==> config.mk <==
export PLATFORM = sky130hd
export DESIGN_NAME = alu_mdu_flat
export DESIGN_NICKNAME = d
export VERILOG_FILES = /design/src/rtl/alu_pkg.sv /design/src/rtl/alu_mdu_if.sv /design/src/rtl/mdu_iter.sv /design/src/rtl/alu_mdu.sv /design/src/flat_wrapper.sv
export SDC_FILE = /design/constraint.sdc
export NUM_CORES = 1
export LEC_CHECK = 0
export ABC_AREA = 0
export BUFFER_PORTS_ARGS = -buffer_cell sky130_fd_sc_hd__buf_2
export CAP_MARGIN = 5
export CORE_MARGIN = 10
export CORE_UTILIZATION = 34
export CTS_CLUSTER_SIZE = 28
export DETAILED_ROUTE_END_ITERATION = 12
export HOLD_SLACK_MARGIN = 0.15
export PLACE_DENSITY_LB_ADDON = 0.1
export SYNTH_ARGS = -nofsm -noshare
export SYNTH_HDL_FRONTEND = slang
export SYNTH_SLANG_ARGS = --single-unit
==> constraint.sdc <==
create_clock -name clk -period 14.8 [get_ports clk]
set_input_delay 1.48 -clock clk [delete_from_list [all_inputs] [get_ports clk]]
set_output_delay 1.48 -clock clk [all_outputs]
set_load 0.02 [all_outputs]
==> src/rtl/alu_pkg.sv <==
// alu_pkg: shared types for the execute-stage ALU/MDU.
//   alu_op_e    - 5-bit operation encoding presented on alu_op
//   alu_state_e - sequencing state of alu_mdu (IDLE, MUL, DIV)
//   is_mul_op / is_div_op - classify an opcode as an iterative M-extension op
package alu_pkg;

    localparam int unsigned XLEN_DEFAULT = 32;

    typedef enum logic [4:0] {
        ALU_ADD    = 5'd0,
        ALU_SUB    = 5'd1,
        ALU_SLT    = 5'd2,
        ALU_SLTU   = 5'd3,
        ALU_AND    = 5'd4,
        ALU_OR     = 5'd5,
        ALU_XOR    = 5'd6,
        ALU_SLL    = 5'd7,
        ALU_SRL    = 5'd8,
        ALU_SRA    = 5'd9,
        ALU_PASS   = 5'd10,
        ALU_MUL    = 5'd11,
        ALU_MULH   = 5'd12,
        ALU_MULHSU = 5'd13,
        ALU_MULHU  = 5'd14,
        ALU_DIV    = 5'd15,
        ALU_DIVU   = 5'd16,
        ALU_REM    = 5'd17,
        ALU_REMU   = 5'd18
    } alu_op_e;

    typedef enum logic [1:0] {
        IDLE = 2'd0,
        MUL  = 2'd1,
        DIV  = 2'd2
    } alu_state_e;

    function automatic logic is_mul_op(input alu_op_e op);
        return op inside {ALU_MUL, ALU_MULH, ALU_MULHSU, ALU_MULHU};
    endfunction

    function automatic logic is_div_op(input alu_op_e op);
        return op inside {ALU_DIV, ALU_DIVU, ALU_REM, ALU_REMU};
    endfunction

endpackage

==> src/rtl/alu_mdu_if.sv <==
// alu_mdu_if: request/response bus between the execute stage and alu_mdu.
//   valid_i/ready_o  - request handshake (transfer on valid_i && ready_o)
//   alu_op, rs1, rs2 - operation and operands
//   valid_o, rd      - one-cycle result pulse and held result
// master: pipeline side; slave: alu_mdu side.
interface alu_mdu_if
    import alu_pkg::*;
#(
    parameter int unsigned XLEN = XLEN_DEFAULT
);
    logic            valid_i;
    logic            ready_o;
    logic [4:0]      alu_op;
    logic [XLEN-1:0] rs1;
    logic [XLEN-1:0] rs2;
    logic            valid_o;
    logic [XLEN-1:0] rd;

    modport master (
        output valid_i, alu_op, rs1, rs2,
        input  ready_o, valid_o, rd
    );

    modport slave (
        input  valid_i, alu_op, rs1, rs2,
        output ready_o, valid_o, rd
    );
endinterface

==> src/rtl/mdu_iter.sv <==
// mdu_iter: shared iteration engine for unsigned multiply and divide.
//   clk, rst - clock, synchronous active-high reset
//   start    - latch a, b and begin XLEN iterations
//   abort    - drop the in-flight operation (wins over start)
//   is_div   - 1: restoring divide a / b, 0: add-shift multiply a * b
//   a, b     - unsigned operands (magnitudes)
//   done     - high in the cycle of the last iteration
//   result   - value after the current iteration; valid when done:
//              multiply {hi, lo} product, divide {remainder, quotient}
module mdu_iter
    import alu_pkg::*;
#(
    parameter int unsigned XLEN = XLEN_DEFAULT
) (
    input  logic              clk,
    input  logic              rst,
    input  logic              start,
    input  logic              abort,
    input  logic              is_div,
    input  logic [XLEN-1:0]   a,
    input  logic [XLEN-1:0]   b,
    output logic              done,
    output logic [2*XLEN-1:0] result
);
    localparam int unsigned CW = $clog2(XLEN);

    logic              busy;
    logic              div_q;
    logic [CW-1:0]     cnt;
    // acc upper half: partial product / partial remainder;
    // acc lower half: multiplier bits / dividend bits shifting into quotient.
    logic [2*XLEN-1:0] acc;
    logic [XLEN-1:0]   opb;

    logic [2*XLEN-1:0] acc_step;
    logic [XLEN:0]     sum;
    logic [XLEN:0]     shifted;
    logic [XLEN:0]     diff;

    always_comb begin
        sum      = {1'b0, acc[2*XLEN-1:XLEN]} + (acc[0] ? {1'b0, opb} : '0);
        shifted  = {acc[2*XLEN-1:XLEN], acc[XLEN-1]};
        diff     = shifted - {1'b0, opb};
        acc_step = '0;
        if (div_q) begin
            // partial remainder stays below the divisor, so diff[XLEN] is its sign
            if (diff[XLEN])
                acc_step = {shifted[XLEN-1:0], acc[XLEN-2:0], 1'b0};
            else
                acc_step = {diff[XLEN-1:0], acc[XLEN-2:0], 1'b1};
        end else begin
            acc_step = {sum, acc[XLEN-1:1]};
        end
    end

    assign done   = busy && (cnt == CW'(XLEN - 1));
    assign result = acc_step;

    always_ff @(posedge clk) begin
        if (rst) begin
            busy  <= 1'b0;
            div_q <= 1'b0;
            cnt   <= '0;
            acc   <= '0;
            opb   <= '0;
        end else if (abort) begin
            busy <= 1'b0;
            cnt  <= '0;
        end else if (start) begin
            busy  <= 1'b1;
            div_q <= is_div;
            cnt   <= '0;
            acc   <= {{XLEN{1'b0}}, a};
            opb   <= b;
        end else if (busy) begin
            acc <= acc_step;
            cnt <= cnt + 1'b1;
            if (done)
                busy <= 1'b0;
        end
    end
endmodule

==> src/rtl/alu_mdu.sv <==
// alu_mdu: registered RV32I ALU with iterative RV M-extension.
//   clk     - clock, rising edge
//   rst     - synchronous active-high reset
//   flush_i - abandon any in-flight op; no result is produced for it
//   bus     - alu_mdu_if.slave: valid_i/ready_o request, alu_op/rs1/rs2,
//             valid_o one-cycle result pulse, rd held result
// Single-cycle ops (and division special cases) answer one cycle after
// accept; MUL*/DIV*/REM* run XLEN iterations in mdu_iter on magnitudes
// and are sign-corrected when the last iteration completes.
module alu_mdu
    import alu_pkg::*;
#(
    parameter int unsigned XLEN = XLEN_DEFAULT
) (
    input  logic       clk,
    input  logic       rst,
    input  logic       flush_i,
    alu_mdu_if.slave   bus
);
    localparam int unsigned SHW = $clog2(XLEN);
    localparam logic [XLEN-1:0] MIN_NEG = {1'b1, {(XLEN-1){1'b0}}};

    alu_state_e state_q, state_d;

    alu_op_e         op;
    logic [XLEN-1:0] a, b;
    logic [SHW-1:0]  shamt;

    assign op    = alu_op_e'(bus.alu_op);
    assign a     = bus.rs1;
    assign b     = bus.rs2;
    assign shamt = b[SHW-1:0];

    // Division special cases bypass the iterator.
    logic div_zero, div_ovf, div_special;
    assign div_zero    = (b == '0);
    assign div_ovf     = (a == MIN_NEG) && (b == '1);
    assign div_special = is_div_op(op) &&
                         (div_zero || (div_ovf && (op == ALU_DIV || op == ALU_REM)));

    logic [XLEN-1:0] alu_res;
    always_comb begin
        alu_res = '0;
        case (op)
            ALU_ADD:  alu_res = a + b;
            ALU_SUB:  alu_res = a - b;
            ALU_SLT:  alu_res = {{(XLEN-1){1'b0}}, $signed(a) < $signed(b)};
            ALU_SLTU: alu_res = {{(XLEN-1){1'b0}}, a < b};
            ALU_AND:  alu_res = a & b;
            ALU_OR:   alu_res = a | b;
            ALU_XOR:  alu_res = a ^ b;
            ALU_SLL:  alu_res = a << shamt;
            ALU_SRL:  alu_res = a >> shamt;
            ALU_SRA:  alu_res = $signed(a) >>> shamt;
            ALU_PASS: alu_res = b;
            ALU_DIV:  alu_res = div_zero ? '1 : a;
            ALU_DIVU: alu_res = '1;
            ALU_REM:  alu_res = div_zero ? a : '0;
            ALU_REMU: alu_res = a;
            default:  alu_res = '0;
        endcase
    end

    // Operand magnitudes and sign flags for the iterative path.
    logic            a_neg, b_neg;
    logic [XLEN-1:0] a_mag, b_mag;
    always_comb begin
        a_neg = a[XLEN-1] && (op inside {ALU_MUL, ALU_MULH, ALU_MULHSU, ALU_DIV, ALU_REM});
        b_neg = b[XLEN-1] && (op inside {ALU_MUL, ALU_MULH, ALU_DIV, ALU_REM});
        a_mag = a_neg ? -a : a;
        b_mag = b_neg ? -b : b;
    end

    logic ready, accept, start_iter, finish;
    logic iter_done;
    logic [2*XLEN-1:0] iter_res;

    always_ff @(posedge clk) begin
        if (rst)
            state_q <= IDLE;
        else
            state_q <= state_d;
    end

    always_comb begin
        state_d    = state_q;
        ready      = (state_q == IDLE);
        accept     = 1'b0;
        start_iter = 1'b0;
        finish     = 1'b0;
        if (flush_i) begin
            state_d = IDLE;
        end else begin
            case (state_q)
                IDLE: begin
                    if (bus.valid_i) begin
                        accept = 1'b1;
                        if (is_mul_op(op)) begin
                            start_iter = 1'b1;
                            state_d    = MUL;
                        end else if (is_div_op(op) && !div_special) begin
                            start_iter = 1'b1;
                            state_d    = DIV;
                        end
                    end
                end
                MUL, DIV: begin
                    if (iter_done) begin
                        finish  = 1'b1;
                        state_d = IDLE;
                    end
                end
                default: state_d = IDLE;
            endcase
        end
    end

    mdu_iter #(.XLEN(XLEN)) u_iter (
        .clk    (clk),
        .rst    (rst),
        .start  (start_iter),
        .abort  (flush_i),
        .is_div (is_div_op(op)),
        .a      (a_mag),
        .b      (b_mag),
        .done   (iter_done),
        .result (iter_res)
    );

    alu_op_e op_q;
    logic    neg_lo_q;   // product / quotient negative
    logic    neg_hi_q;   // remainder negative (follows dividend)

    logic [2*XLEN-1:0] prod;
    logic [XLEN-1:0]   quot, rem, mdu_res;
    always_comb begin
        prod    = neg_lo_q ? -iter_res : iter_res;
        quot    = iter_res[XLEN-1:0];
        rem     = iter_res[2*XLEN-1:XLEN];
        quot    = neg_lo_q ? -quot : quot;
        rem     = neg_hi_q ? -rem : rem;
        mdu_res = '0;
        case (op_q)
            ALU_MUL:                          mdu_res = prod[XLEN-1:0];
            ALU_MULH, ALU_MULHSU, ALU_MULHU:  mdu_res = prod[2*XLEN-1:XLEN];
            ALU_DIV, ALU_DIVU:                mdu_res = quot;
            ALU_REM, ALU_REMU:                mdu_res = rem;
            default:                          mdu_res = '0;
        endcase
    end

    logic [XLEN-1:0] rd_q;
    logic            valid_q;

    always_ff @(posedge clk) begin
        if (rst) begin
            rd_q     <= '0;
            valid_q  <= 1'b0;
            op_q     <= ALU_ADD;
            neg_lo_q <= 1'b0;
            neg_hi_q <= 1'b0;
        end else begin
            valid_q <= 1'b0;
            if (accept && !start_iter) begin
                rd_q    <= alu_res;
                valid_q <= 1'b1;
            end
            if (start_iter) begin
                op_q     <= op;
                neg_lo_q <= a_neg ^ b_neg;
                neg_hi_q <= a_neg;
            end
            if (finish) begin
                rd_q    <= mdu_res;
                valid_q <= 1'b1;
            end
        end
    end

    assign bus.ready_o = ready;
    assign bus.valid_o = valid_q;
    assign bus.rd      = rd_q;
endmodule
==> src/flat_wrapper.sv <==
// flat-port wrapper written by rule: the top's interface ports become plain ports
module alu_mdu_flat import alu_pkg::*;
#(
    parameter int unsigned XLEN = XLEN_DEFAULT
)
  (clk, rst, flush_i, bus_valid_i, bus_alu_op, bus_rs1, bus_rs2, bus_ready_o, bus_valid_o, bus_rd);
  alu_mdu_if #(.XLEN(XLEN)) bus_i ();
  input  logic clk;
  input  logic rst;
  input  logic flush_i;
  input wire logic [$bits(bus_i.valid_i)-1:0] bus_valid_i;
  input wire logic [$bits(bus_i.alu_op)-1:0] bus_alu_op;
  input wire logic [$bits(bus_i.rs1)-1:0] bus_rs1;
  input wire logic [$bits(bus_i.rs2)-1:0] bus_rs2;
  output wire logic [$bits(bus_i.ready_o)-1:0] bus_ready_o;
  output wire logic [$bits(bus_i.valid_o)-1:0] bus_valid_o;
  output wire logic [$bits(bus_i.rd)-1:0] bus_rd;
  assign bus_i.valid_i = bus_valid_i;
  assign bus_i.alu_op = bus_alu_op;
  assign bus_i.rs1 = bus_rs1;
  assign bus_i.rs2 = bus_rs2;
  assign bus_ready_o = bus_i.ready_o;
  assign bus_valid_o = bus_i.valid_o;
  assign bus_rd = bus_i.rd;
  alu_mdu #(.XLEN(XLEN)) u_core (.clk(clk), .rst(rst), .flush_i(flush_i), .bus(bus_i));
endmodule
==> summary.md <==
| Metric | Value |
|---|---|
| GRT overflow | 0 |
| Die Area | 78140 um2 |
| Core area | 66920 um2 |
| Netlist cell types | 101 |
| Nets | 3558 |
| CTS tree | yes |
| Number of global-route vias before repair | about 25000 |
| Max-Cap Viols | 0 |
| Most used DFF post-synth | dfxtp_1 |
| CP startpoint kind | input pin |
| Vias per inst | 6.497 |
| Share of layout cells above drive strength 1 | between 9 and 10% |
| Post-Synthesis Cells | 3351 |
| Slowest stage cell on the critical path | nor4_1 |
| Initial antenna violation count | 4 |
| Most numerous cell in the Yosys netlist | nor2_1 |
| Post-synth ARST share | 0% |
| FP Rows | 95 |
| WP data required | ~15000 ps |
| Register Area | 2908 um2 |
| Wire length per cell | 31.83 um |
| Input/output buffers | ~110 |
| Fill count | 7334 |
| Total track usage | 32.70% |
| CTS clk-pin slew, worst paths | around 70 ps |
| Clk_skew | around 10 ps |
| Global-route wire length before repair | 188300 um |
| Detailed placement HPWL | 104500 um |
| Slew margin rel. | 12.23% |
| Pwr per Cell Area | between 70 and 80 nW/um2 |
| Setup_tns | 0 ps |
| Crit end category | register |
| CP peak stage delay | around 960 ps |
| CP Max Fanout | 16 |
| Clk buf depth | 2 |
| Antenna Nets Post-Route | 0 |
| EDFF count, synth | 0 |
| Yosys warns | 0 |
| Worst-skew pair later-pin latency | about 470 ps |
| Post-layout instance area | 24870 um2 |
| Chip width | between 200 and 300 um |
| Commonest cells in the netlist | nor2_1 (412), a21oi_1 (291), nand2_1 (272) |
| I/O pin count | about 110 |
| Cell leakage power | 9.784 nW |
| Slew of the pin with the lowest slew margin | approximately 1300 ps |
| Multi-input gate area | about 18000 um2 |
| Hold WS | 484.7 ps |
| Largest net degree at the start of global routing | 93 |
| Mapped Avg Cell Area | 6.834 um2 |
| Iter 0 DRT Violations | roughly 3200 |
| Buf+Inv Stages, Crit Path | 3 |
| Post-Syn Area | 22900 um2 |
| Total setup buffers inserted after CTS | 0 |
| Resize count post-CTS | 0 |
| Clk sinks | 145 |
| Final setup viols | 0 |
| Period utilization | about 50% |
| Most frequent CP cell | o21ai_0 |
| Root Driver | clkbuf_16 |
| H-tree Lvls | 4 |
| Status | completed |
| Arrival @ worst endpoint | 7760 ps |
| Top post-synthesis cells by area | dfxtp_1 (13%), ha_1 (9.2%), nor2_1 (6.8%) |
| Hold WC Path Type | reg -> reg |
| FF+latch count, synth | 145 |
| RSZ-0062 raised after global routing | no |
| TritonCTS Buffers | 17 |
| Synth-to-layout area growth | 8.599% |
| CP Cell Sequence | buf_2 > inv_1 > ha_1 > nor3b_1 > nand4_1 > nor4_1 > nor4b_1 > buf_4 > nor2_1 > o21ai_0 > nand2_1 > o21a_1 > or3_1 > a31oi_1 > a221oi_1 > o21ai_0 |
| Max Freq | between 0.1 and 0.15 GHz |
| DRC | 0 |
| Final Hold Fails | 0 |
| Pre-antenna DRT Iters | 9 |
| Detailed-route via count | 27280 |
| Post-route minimum period | roughly 7400 ps |
| Sequential share of the synthesized area | 12.67% |
| Top cell type's share of synthesized area | 12.67% |
| Post-Syn Nets | approximately 3600 |
| DRT Wirelength | 133700 um |
| Final Max Tran Viols | 0 |
| Die Ht | 279.5 um |
| Critical Setup Path Class | in -> reg |
| # hold bufs at CTS | 0 |
| Cell taking the most area after synthesis | dfxtp_1 |
| RePlAce Congestion | 1.046 |
| Initial core utilization | 34.22% |
| Placed inst area | 24170 um2 |
| Largest vdd supply drop | 60.05 uV |
| CP top delay family | simple AND/OR/NAND/NOR gates |
## cells by family after synthesis
group	synth area share, %
AOI/OAI and AO/OA	34.03
and+or+nand+nor	23.03
buffers and inverters	6.867
xor gates and xnor gates	6.922
adders and majority gates	9.583
DFF	12.67
muxes	6.900
## report_power, final
group | internal [mW] | switching (mW)
clock network | 0.339 | 0.208
logic | 0.233 | 0.550
registers | 0.402 | 0.0163
## cell usage in the layout, fill, tap and decap left out, drive strengths merged, types with 57 or more instances in the layout
cell and instances:
a211oi 113, a21oi 292, buf 177, dfxtp 145
ha 169, inv 167, mux2i 123, nand2 273
nand3 78, nor2 412, nor3 89, o21ai 269
xnor2 124, xor2 57
## registers in the layout, summed over array words and instances (netlist names)
name,count
u_core.bus.rd,32
u_core.neg_lo_q,1
u_core.u_iter.div_q,1
u_core.u_iter.busy,1
u_core.u_iter.acc,64
u_core.u_iter.cnt,5
u_core.u_iter.opb,32
u_core.bus.valid_o,1
u_core.op_q,5
u_core.neg_hi_q,1
u_core.state_q,2
## worst paths after layout
kind	slack, ps	depth (start not counted)	to	from
min	480	2	u_core.u_iter.opb[31]	u_core.u_iter.opb[31]
min reg2reg	480	2	u_core.u_iter.opb[31]	u_core.u_iter.opb[31]
max	7440	16	u_core.bus.rd[20]	bus_rs2[1]
max reg2reg	8360	18	u_core.bus.rd[31]	u_core.u_iter.acc[0]
## area by class of cell
cell class	count	share of cell area (%)
Clock inverter	13	1.036
Multi-Input combinational cell	2805	74.30
Tap cell	873	4.392
Clock buffer	19	1.781
Sequential cell	145	11.69
Antenna cell	1	0.01006
Inverter	166	2.505
Timing Repair Buffer	177	4.286
## through the flow
| step | total power [mW] | utilization, % | std cells | setup slack, ps |
|---|---|---|---|---|
| after CTS | 1.731 | 37.16 | 4198 | 7641 |
| final | 1.749 | 37.17 | 4199 | 7436 |
| after floorplan | 0.9001 | - | 3351 | 8971 |
| after global routing | 1.808 | 37.16 | 4198 | 7156 |
| after global placement | 1.186 | 36.10 | 4165 | 7049 |
| after detailed placement | 1.184 | 36.11 | 4166 | 7175 |
## tightest hold or removal path: stages (launching register included)
cell and delay, ps:
dfxtp_1 320, nand2b_1 60, a21oi_1 50
## per-layer routing
layer  wire length, um  vias up  global-route usage (%)
met5                13        -                       0
met4              9587        2                   20.86
met3              8477      274                   4.060
met2             59270     1280                   52.04
met1             56320    13400                   41.34
li1                  -    12320                       -
No activity file was read; power rests on OpenSTA's default activity.
